**src/rtl/snitch_shared_muldiv_arbiter.sv**
```systemverilog
// Shares one in-order mul/div unit among NrCores Snitch cores: round-robin request
// arbitration with stall lock, plus an ordering FIFO that routes responses back.
module snitch_shared_muldiv_arbiter #(
  parameter int unsigned NrCores        = 4,
  parameter int unsigned ReqWidth       = 69,
  parameter int unsigned RspWidth       = 32,
  parameter int unsigned IdWidth        = 5,
  parameter int unsigned MaxOutstanding = 4
) (
  input  logic                                 clk_i,
  input  logic                                 rst_i,
  input  logic [NrCores-1:0]                   core_q_valid_i,
  output logic [NrCores-1:0]                   core_q_ready_o,
  input  logic [NrCores*ReqWidth-1:0]          core_q_data_i,
  input  logic [NrCores*IdWidth-1:0]           core_q_id_i,
  output logic [NrCores-1:0]                   core_p_valid_o,
  input  logic [NrCores-1:0]                   core_p_ready_i,
  output logic [RspWidth-1:0]                  core_p_data_o,
  output logic [IdWidth-1:0]                   core_p_id_o,
  output logic                                 muldiv_q_valid_o,
  input  logic                                 muldiv_q_ready_i,
  output logic [ReqWidth-1:0]                  muldiv_q_data_o,
  output logic [IdWidth-1:0]                   muldiv_q_id_o,
  input  logic                                 muldiv_p_valid_i,
  output logic                                 muldiv_p_ready_o,
  input  logic [RspWidth-1:0]                  muldiv_p_data_i,
  input  logic [IdWidth-1:0]                   muldiv_p_id_i,
  output logic [$clog2(MaxOutstanding):0]      outstanding_o
);

  localparam int unsigned IdxW = $clog2(NrCores);
  localparam int unsigned PtrW = $clog2(MaxOutstanding);
  localparam int unsigned CntW = PtrW + 1;

  logic [IdxW-1:0] prio_q, prio_d;
  logic            lock_q, lock_d;
  logic [IdxW-1:0] lock_idx_q, lock_idx_d;
  logic [IdxW-1:0] fifo_q [MaxOutstanding];
  logic [PtrW-1:0] wr_ptr_q, wr_ptr_d, rd_ptr_q, rd_ptr_d;
  logic [CntW-1:0] cnt_q, cnt_d;

  logic            any_req, full, empty, push, pop;
  logic [IdxW-1:0] rr_winner, winner, head;

  assign any_req = |core_q_valid_i;
  assign full    = (cnt_q == CntW'(MaxOutstanding));
  assign empty   = (cnt_q == '0);
  assign head    = fifo_q[rd_ptr_q];
  assign winner  = lock_q ? lock_idx_q : rr_winner;
  assign push    = muldiv_q_valid_o && muldiv_q_ready_i;
  assign pop     = muldiv_p_valid_i && muldiv_p_ready_o;

  // Round-robin search starting at the priority pointer, wrapping at NrCores
  always_comb begin
    int unsigned idx;
    logic        found;
    rr_winner = prio_q;
    found     = 1'b0;
    for (int unsigned k = 0; k < NrCores; k++) begin
      idx = 32'(prio_q) + k;
      if (idx >= NrCores) idx = idx - NrCores;
      if (!found && core_q_valid_i[IdxW'(idx)]) begin
        found     = 1'b1;
        rr_winner = IdxW'(idx);
      end
    end
  end

  always_ff @(posedge clk_i or posedge rst_i) begin
    if (rst_i) begin
      prio_q     <= '0;
      lock_q     <= 1'b0;
      lock_idx_q <= '0;
      wr_ptr_q   <= '0;
      rd_ptr_q   <= '0;
      cnt_q      <= '0;
      for (int unsigned i = 0; i < MaxOutstanding; i++) fifo_q[i] <= '0;
    end else begin
      prio_q     <= prio_d;
      lock_q     <= lock_d;
      lock_idx_q <= lock_idx_d;
      wr_ptr_q   <= wr_ptr_d;
      rd_ptr_q   <= rd_ptr_d;
      cnt_q      <= cnt_d;
      if (push) fifo_q[wr_ptr_q] <= winner;
    end
  end

  // Next-state: pointer advances past the winner on handshake, lock holds a stalled grant
  always_comb begin
    prio_d     = prio_q;
    lock_d     = muldiv_q_valid_o && !muldiv_q_ready_i;
    lock_idx_d = winner;
    wr_ptr_d   = wr_ptr_q + PtrW'(push);
    rd_ptr_d   = rd_ptr_q + PtrW'(pop);
    cnt_d      = cnt_q + CntW'(push) - CntW'(pop);
    if (push) prio_d = (winner == IdxW'(NrCores - 1)) ? '0 : winner + 1'b1;
  end

  always_comb begin
    int unsigned q_base;
    q_base           = 32'(winner) * ReqWidth;
    muldiv_q_valid_o = any_req && !full;
    muldiv_q_data_o  = '0;
    muldiv_q_id_o    = '0;
    core_q_ready_o   = '0;
    if (muldiv_q_valid_o) begin
      muldiv_q_data_o = core_q_data_i[q_base +: ReqWidth];
      muldiv_q_id_o   = core_q_id_i[32'(winner) * IdWidth +: IdWidth];
      core_q_ready_o[winner] = muldiv_q_ready_i;
    end
    core_p_valid_o = '0;
    for (int unsigned i = 0; i < NrCores; i++) begin
      core_p_valid_o[i] = muldiv_p_valid_i && !empty && (head == IdxW'(i));
    end
    muldiv_p_ready_o = !empty && core_p_ready_i[head];
    core_p_data_o    = muldiv_p_data_i;
    core_p_id_o      = muldiv_p_id_i;
    outstanding_o    = cnt_q;
  end

  a_p_onehot: assert property (@(posedge clk_i) disable iff (rst_i) $onehot0(core_p_valid_o));
  a_no_push_full: assert property (@(posedge clk_i) disable iff (rst_i) !(push && full));
  a_q_stable: assert property (@(posedge clk_i) disable iff (rst_i)
    (muldiv_q_valid_o && !muldiv_q_ready_i) |=>
      (muldiv_q_valid_o && $stable(muldiv_q_data_o) && $stable(muldiv_q_id_o)));
  a_rsp_when_empty: assert property (@(posedge clk_i) disable iff (rst_i) muldiv_p_valid_i |-> !empty);

endmodule

```
**config.mk**
```make
export PLATFORM = sky130hd
export DESIGN_NAME = snitch_shared_muldiv_arbiter
export DESIGN_NICKNAME = d
export VERILOG_FILES = /design/src/rtl/snitch_shared_muldiv_arbiter.sv
export SDC_FILE = /design/constraint.sdc
export NUM_CORES = 1
export LEC_CHECK = 0
export ABC_AREA = 1
export BUFFER_PORTS_ARGS = -buffer_cell sky130_fd_sc_hd__buf_2
export CAP_MARGIN = 20
export CORE_AREA = 2 2 183 185
export DETAILED_ROUTE_END_ITERATION = 16
export DIE_AREA = 0 0 185 187
export PLACE_DENSITY = 0.48
export SLEW_MARGIN = 20
export SYNTH_ARGS = -nofsm -noshare
export SYNTH_HDL_FRONTEND = slang
export SYNTH_SLANG_ARGS = --single-unit
```
**constraint.sdc**
```tcl
create_clock -name clk_i -period 3 [get_ports clk_i]
set_clock_uncertainty 0.2 [all_clocks]
set_input_delay 0 -clock clk_i [delete_from_list [all_inputs] [get_ports clk_i]]
set_output_delay 0 -clock clk_i [all_outputs]
set_load 0.01 [all_outputs]
```
==> summary by stage <==
Power
The leakage power total is 4.63 nW. The worst-case IR drop observed on VDD is 437 µV. The total power density per cell area is 1450 nW/µm².

Route
The average routed wire per standard cell is 15.2 µm. The per-cell via count in the routed design is 4.14. The via total after detailed routing is 7,370. Once detail routing completed, the nets flagged for antenna violations numbered 0. The DRC marker count from the first detailed-route iteration is 387. In the routed design, unresolved DRC markers number 0. After detailed routing, the total wire length is 27.0 mm. The number of search-and-repair iterations in the first detailed-routing pass is 5.

Global route
The first global-routing pass estimated 35.4 mm of wire. The number of antenna violations at the first check in global routing came to 1. The maximum number of pins on one net before global-route repair is 83.

The total overflow left after global routing is 0. The number of global-route vias before repair is 6,745. The global routing usage summed across all routing layers is 13.0%.

Synthesis
When the netlist entered floorplanning its net count stood at 1,307. During synthesis, Yosys emitted a total of 0 warnings. The fraction of post-synthesis cell area in the top cell type by area is 35.3%.

The instance count of the mapped netlist is 958. The number of synthesized register bits is 20. Yosys mapped a number of flops with a built-in enable equal to 0. In the post-synthesis netlist, the biggest area contributors are sky130_fd_sc_hd__nand2_1 35%, sky130_fd_sc_hd__nand3_1 17%, sky130_fd_sc_hd__nor2_1 13%. For this run, the leading register cell type out of synthesis is sky130_fd_sc_hd__dfrtp_1.

The synthesized netlist occupies a cell area of 4640 µm². The sequential element share of the synthesized area is 10.8%. The fraction of registers with async set or reset after synthesis is 100%. The dominant cell type by area after synthesis is sky130_fd_sc_hd__nand2_1. Counting distinct cell types in the post-synthesis netlist gives 27.

After synthesis, the mean cell area works out to 4.85 µm².

Clock network
The CTS buffer count is 3. The clock passes through at most 2 buffers. TritonCTS built the clock tree. The later pin in the worst-skew pair is clocked with a latency of 0.25 ns. The maximum level of the CTS H-tree is 1.

The clock edge transition at the registers on the reported setup and hold paths is 0.06 ns. The clock root buffer master is sky130_fd_sc_hd__clkbuf_16. The total clock sinks is 20.

Critical path
The critical path in this run is classified as reg -> out. Of all nets on the critical path, the largest fanout is 20. The required time reported for the critical path endpoint is 2.80 ns. The element type at the critical path end is an output pin.

The worst setup path is launched from a register. Data arrives at the worst endpoint at 2.66 ns.

Layout
The most common cell after layout, fill and taps aside is sky130_fd_sc_hd__nand2_1. The number of antenna diodes in the final layout is 0. The fraction of layout instances using a drive strength above 1 is 34.7%.

From synthesis to final layout, the design area changed by 66.0%. Summing all non-filler instances in the final layout gives an area of 7710 µm². The number of filler instances in the final layout is 3,837. At the end of the flow, the number of nets in the layout was 1,682. In the layout the commonest cells are 435 x sky130_fd_sc_hd__nand2_1, 394 x sky130_fd_sc_hd__buf_2, 160 x sky130_fd_sc_hd__nor2_1, 158 x sky130_fd_sc_hd__nand3_1, 40 x sky130_fd_sc_hd__dlygate4sd3_1.

STA
The final critical path takes up 95.2% of the cycle. The count of endpoints failing hold in the final timing report was 0. The peak clock frequency supported by timing is 350 MHz. Measured against its own limit, the worst slew margin works out to 34.8%. For the pin with the worst max-slew slack, the measured transition is 0.979 ns. Setup violations remaining at the end of the flow were counted as 0. Setup repair after global routing left no endpoint under its margin. The number of pins exceeding their max-slew limit in the final report is 0. For the final routed database, the setup TNS stands at 0 ns.

The shortest period the worst path allows is 2.86 ns.

Floorplan
For this configuration, the core starts out at a cell density of 14.1%. The die height is 187 µm. The die covers 34,600 µm².

The site row count is 67. The horizontal extent of the die is 185 µm. The count of boundary I/O pins is 469. The total core area is 32,900 µm².

Run
The max capacitance violation total is 0.

Outcome
The run finished with clean final reports.

Placed design
The number of input and output port buffers inserted is 394. The placed standard-cell area is 6760 µm². The final weighted congestion in routability-driven placement is 0.875. The HPWL after detailed placement is 18.2 mm.

Worst hold path
The classification of the worst-slack hold path is in -> reg.
registers in the layout, indices dropped and copies added (netlist names):
name	count
lock_idx_q	2
fifo_q	8
wr_ptr_q	2
outstanding_o	3
prio_q	2
lock_q	1
rd_ptr_q	2
Yosys cell counts (2+ instances only):
cell,instances
sky130_fd_sc_hd__buf_2,34
sky130_fd_sc_hd__inv_1,23
sky130_fd_sc_hd__o21ai_0,8
sky130_fd_sc_hd__nor3_1,8
sky130_fd_sc_hd__ha_1,3
sky130_fd_sc_hd__buf_4,40
sky130_fd_sc_hd__xor2_1,4
sky130_fd_sc_hd__nor2_1,166
sky130_fd_sc_hd__nand2_1,437
sky130_fd_sc_hd__nand2_2,2
sky130_fd_sc_hd__inv_2,4
sky130_fd_sc_hd__dfrtp_1,20
sky130_fd_sc_hd__nand3_1,160
sky130_fd_sc_hd__clkbuf_1,17
sky130_fd_sc_hd__a21oi_1,8
sky130_fd_sc_hd__buf_6,12
sky130_fd_sc_hd__nand3b_1,2
worst paths after layout:
check | startpoint | endpoint | slack (ns) | depth (start not counted)
setup / recovery | prio_q[0]$_DFFE_PP0P_ | muldiv_q_data_o[2] | 0.14 | 17
hold / removal | core_p_ready_i[3] | rd_ptr_q[1]$_DFF_PP0_ | 0.04 | 5
setup reg to reg | rd_ptr_q[0]$_DFF_PP0_ | outstanding_o[2]$_DFF_PP0_ | 0.27 | 14
hold reg to reg | outstanding_o[1]$_DFF_PP0_ | outstanding_o[2]$_DFF_PP0_ | 0.32 | 1
max in group asynchronous | rst_i | prio_q[1]$_DFFE_PP0P_ | 1.83 | 3
min in group asynchronous | rst_i | prio_q[0]$_DFFE_PP0P_ | 0.25 | 3
layout make-up:
| type | instances | area [µm²] | area share (%) |
|---|---|---|---|
| clock buffers | 4 | 88.8 | 1.15 |
| inverters | 28 | 123 | 1.59 |
| multi-input cells | 806 | 3440 | 44.6 |
| flip-flops and latches | 20 | 503 | 6.53 |
| well taps | 448 | 561 | 7.27 |
| repair buffers | 474 | 2990 | 38.9 |
power breakdown:
group	switching [W]	internal [W]
logic	0.00635	0.00397
clock network	0.000100	0.000203
registers	0.000124	0.000416
total	0.00657	0.00459
worst max-delay path: stages (launching register included):
cell	delay, ns
sky130_fd_sc_hd__dfrtp_2	0.46
sky130_fd_sc_hd__buf_4	0.16
sky130_fd_sc_hd__nand2_1	0.08
sky130_fd_sc_hd__nand3_1	0.09
sky130_fd_sc_hd__nand2_2	0.11
sky130_fd_sc_hd__inv_2	0.05
sky130_fd_sc_hd__nor2_4	0.09
sky130_fd_sc_hd__nand2_1	0.07
sky130_fd_sc_hd__nand2_1	0.10
sky130_fd_sc_hd__nand3_4	0.13
sky130_fd_sc_hd__nand2_8	0.17
sky130_fd_sc_hd__buf_4	0.15
sky130_fd_sc_hd__clkbuf_16	0.19
sky130_fd_sc_hd__nand2_1	0.06
sky130_fd_sc_hd__nand3_1	0.16
sky130_fd_sc_hd__nand2_1	0.08
sky130_fd_sc_hd__nor2_1	0.11
sky130_fd_sc_hd__buf_2	0.13
kinds of logic (layout without fill, tap and decap cells):
kind of cell | after synthesis | after routing | share of synthesized area [%]
fa+ha+maj | 4 | 4 | 1.24
flops | 20 | 20 | 10.8
xor+xnor | 5 | 5 | 0.943
buf+inv | 132 | 506 | 16.8
compound gates | 18 | 18 | 1.99
simple gates | 779 | 779 | 68.3
per-stage QoR:
| step | power (W) | hold WS [ns] | setup WS (ns) | std cells | util [%] |
|---|---|---|---|---|---|
| after global routing | 0.0122 | 0.0836 | 0.00218 | 1780 | 23.5 |
| after detailed placement | 0.00942 | -0.200 | 0.140 | 1710 | 20.6 |
| after floorplan | 0.00641 | -0.236 | 0.210 | 958 | - |
| final | 0.0112 | 0.0445 | 0.145 | 1780 | 23.5 |
| after global placement | 0.00941 | -0.200 | 0.186 | 1710 | 20.6 |
| after CTS | 0.0100 | 0.0392 | 0.00216 | 1757 | 22.2 |
routing by layer:
| metal | vias to the layer above | GRT usage (%) | wire (µm) |
|---|---|---|---|
| met5 | - | 0 | 13 |
| met4 | 2 | 2.08 | 299 |
| met3 | 18 | 1.60 | 1870 |
| met2 | 359 | 25.8 | 14000 |
| met1 | 3295 | 14.7 | 10800 |
| li1 | 3696 | - | - |
what timing repair did:
item	4_1_cts	5_1_grt
hold buffers	40	0
cloned	1	7
resized for setup	3	22
hold endpoints to repair	60	0
pin swaps	1	1
setup endpoints to repair	37	76
setup buffers	2	16
No activity file was read; power rests on OpenSTA's default activity.
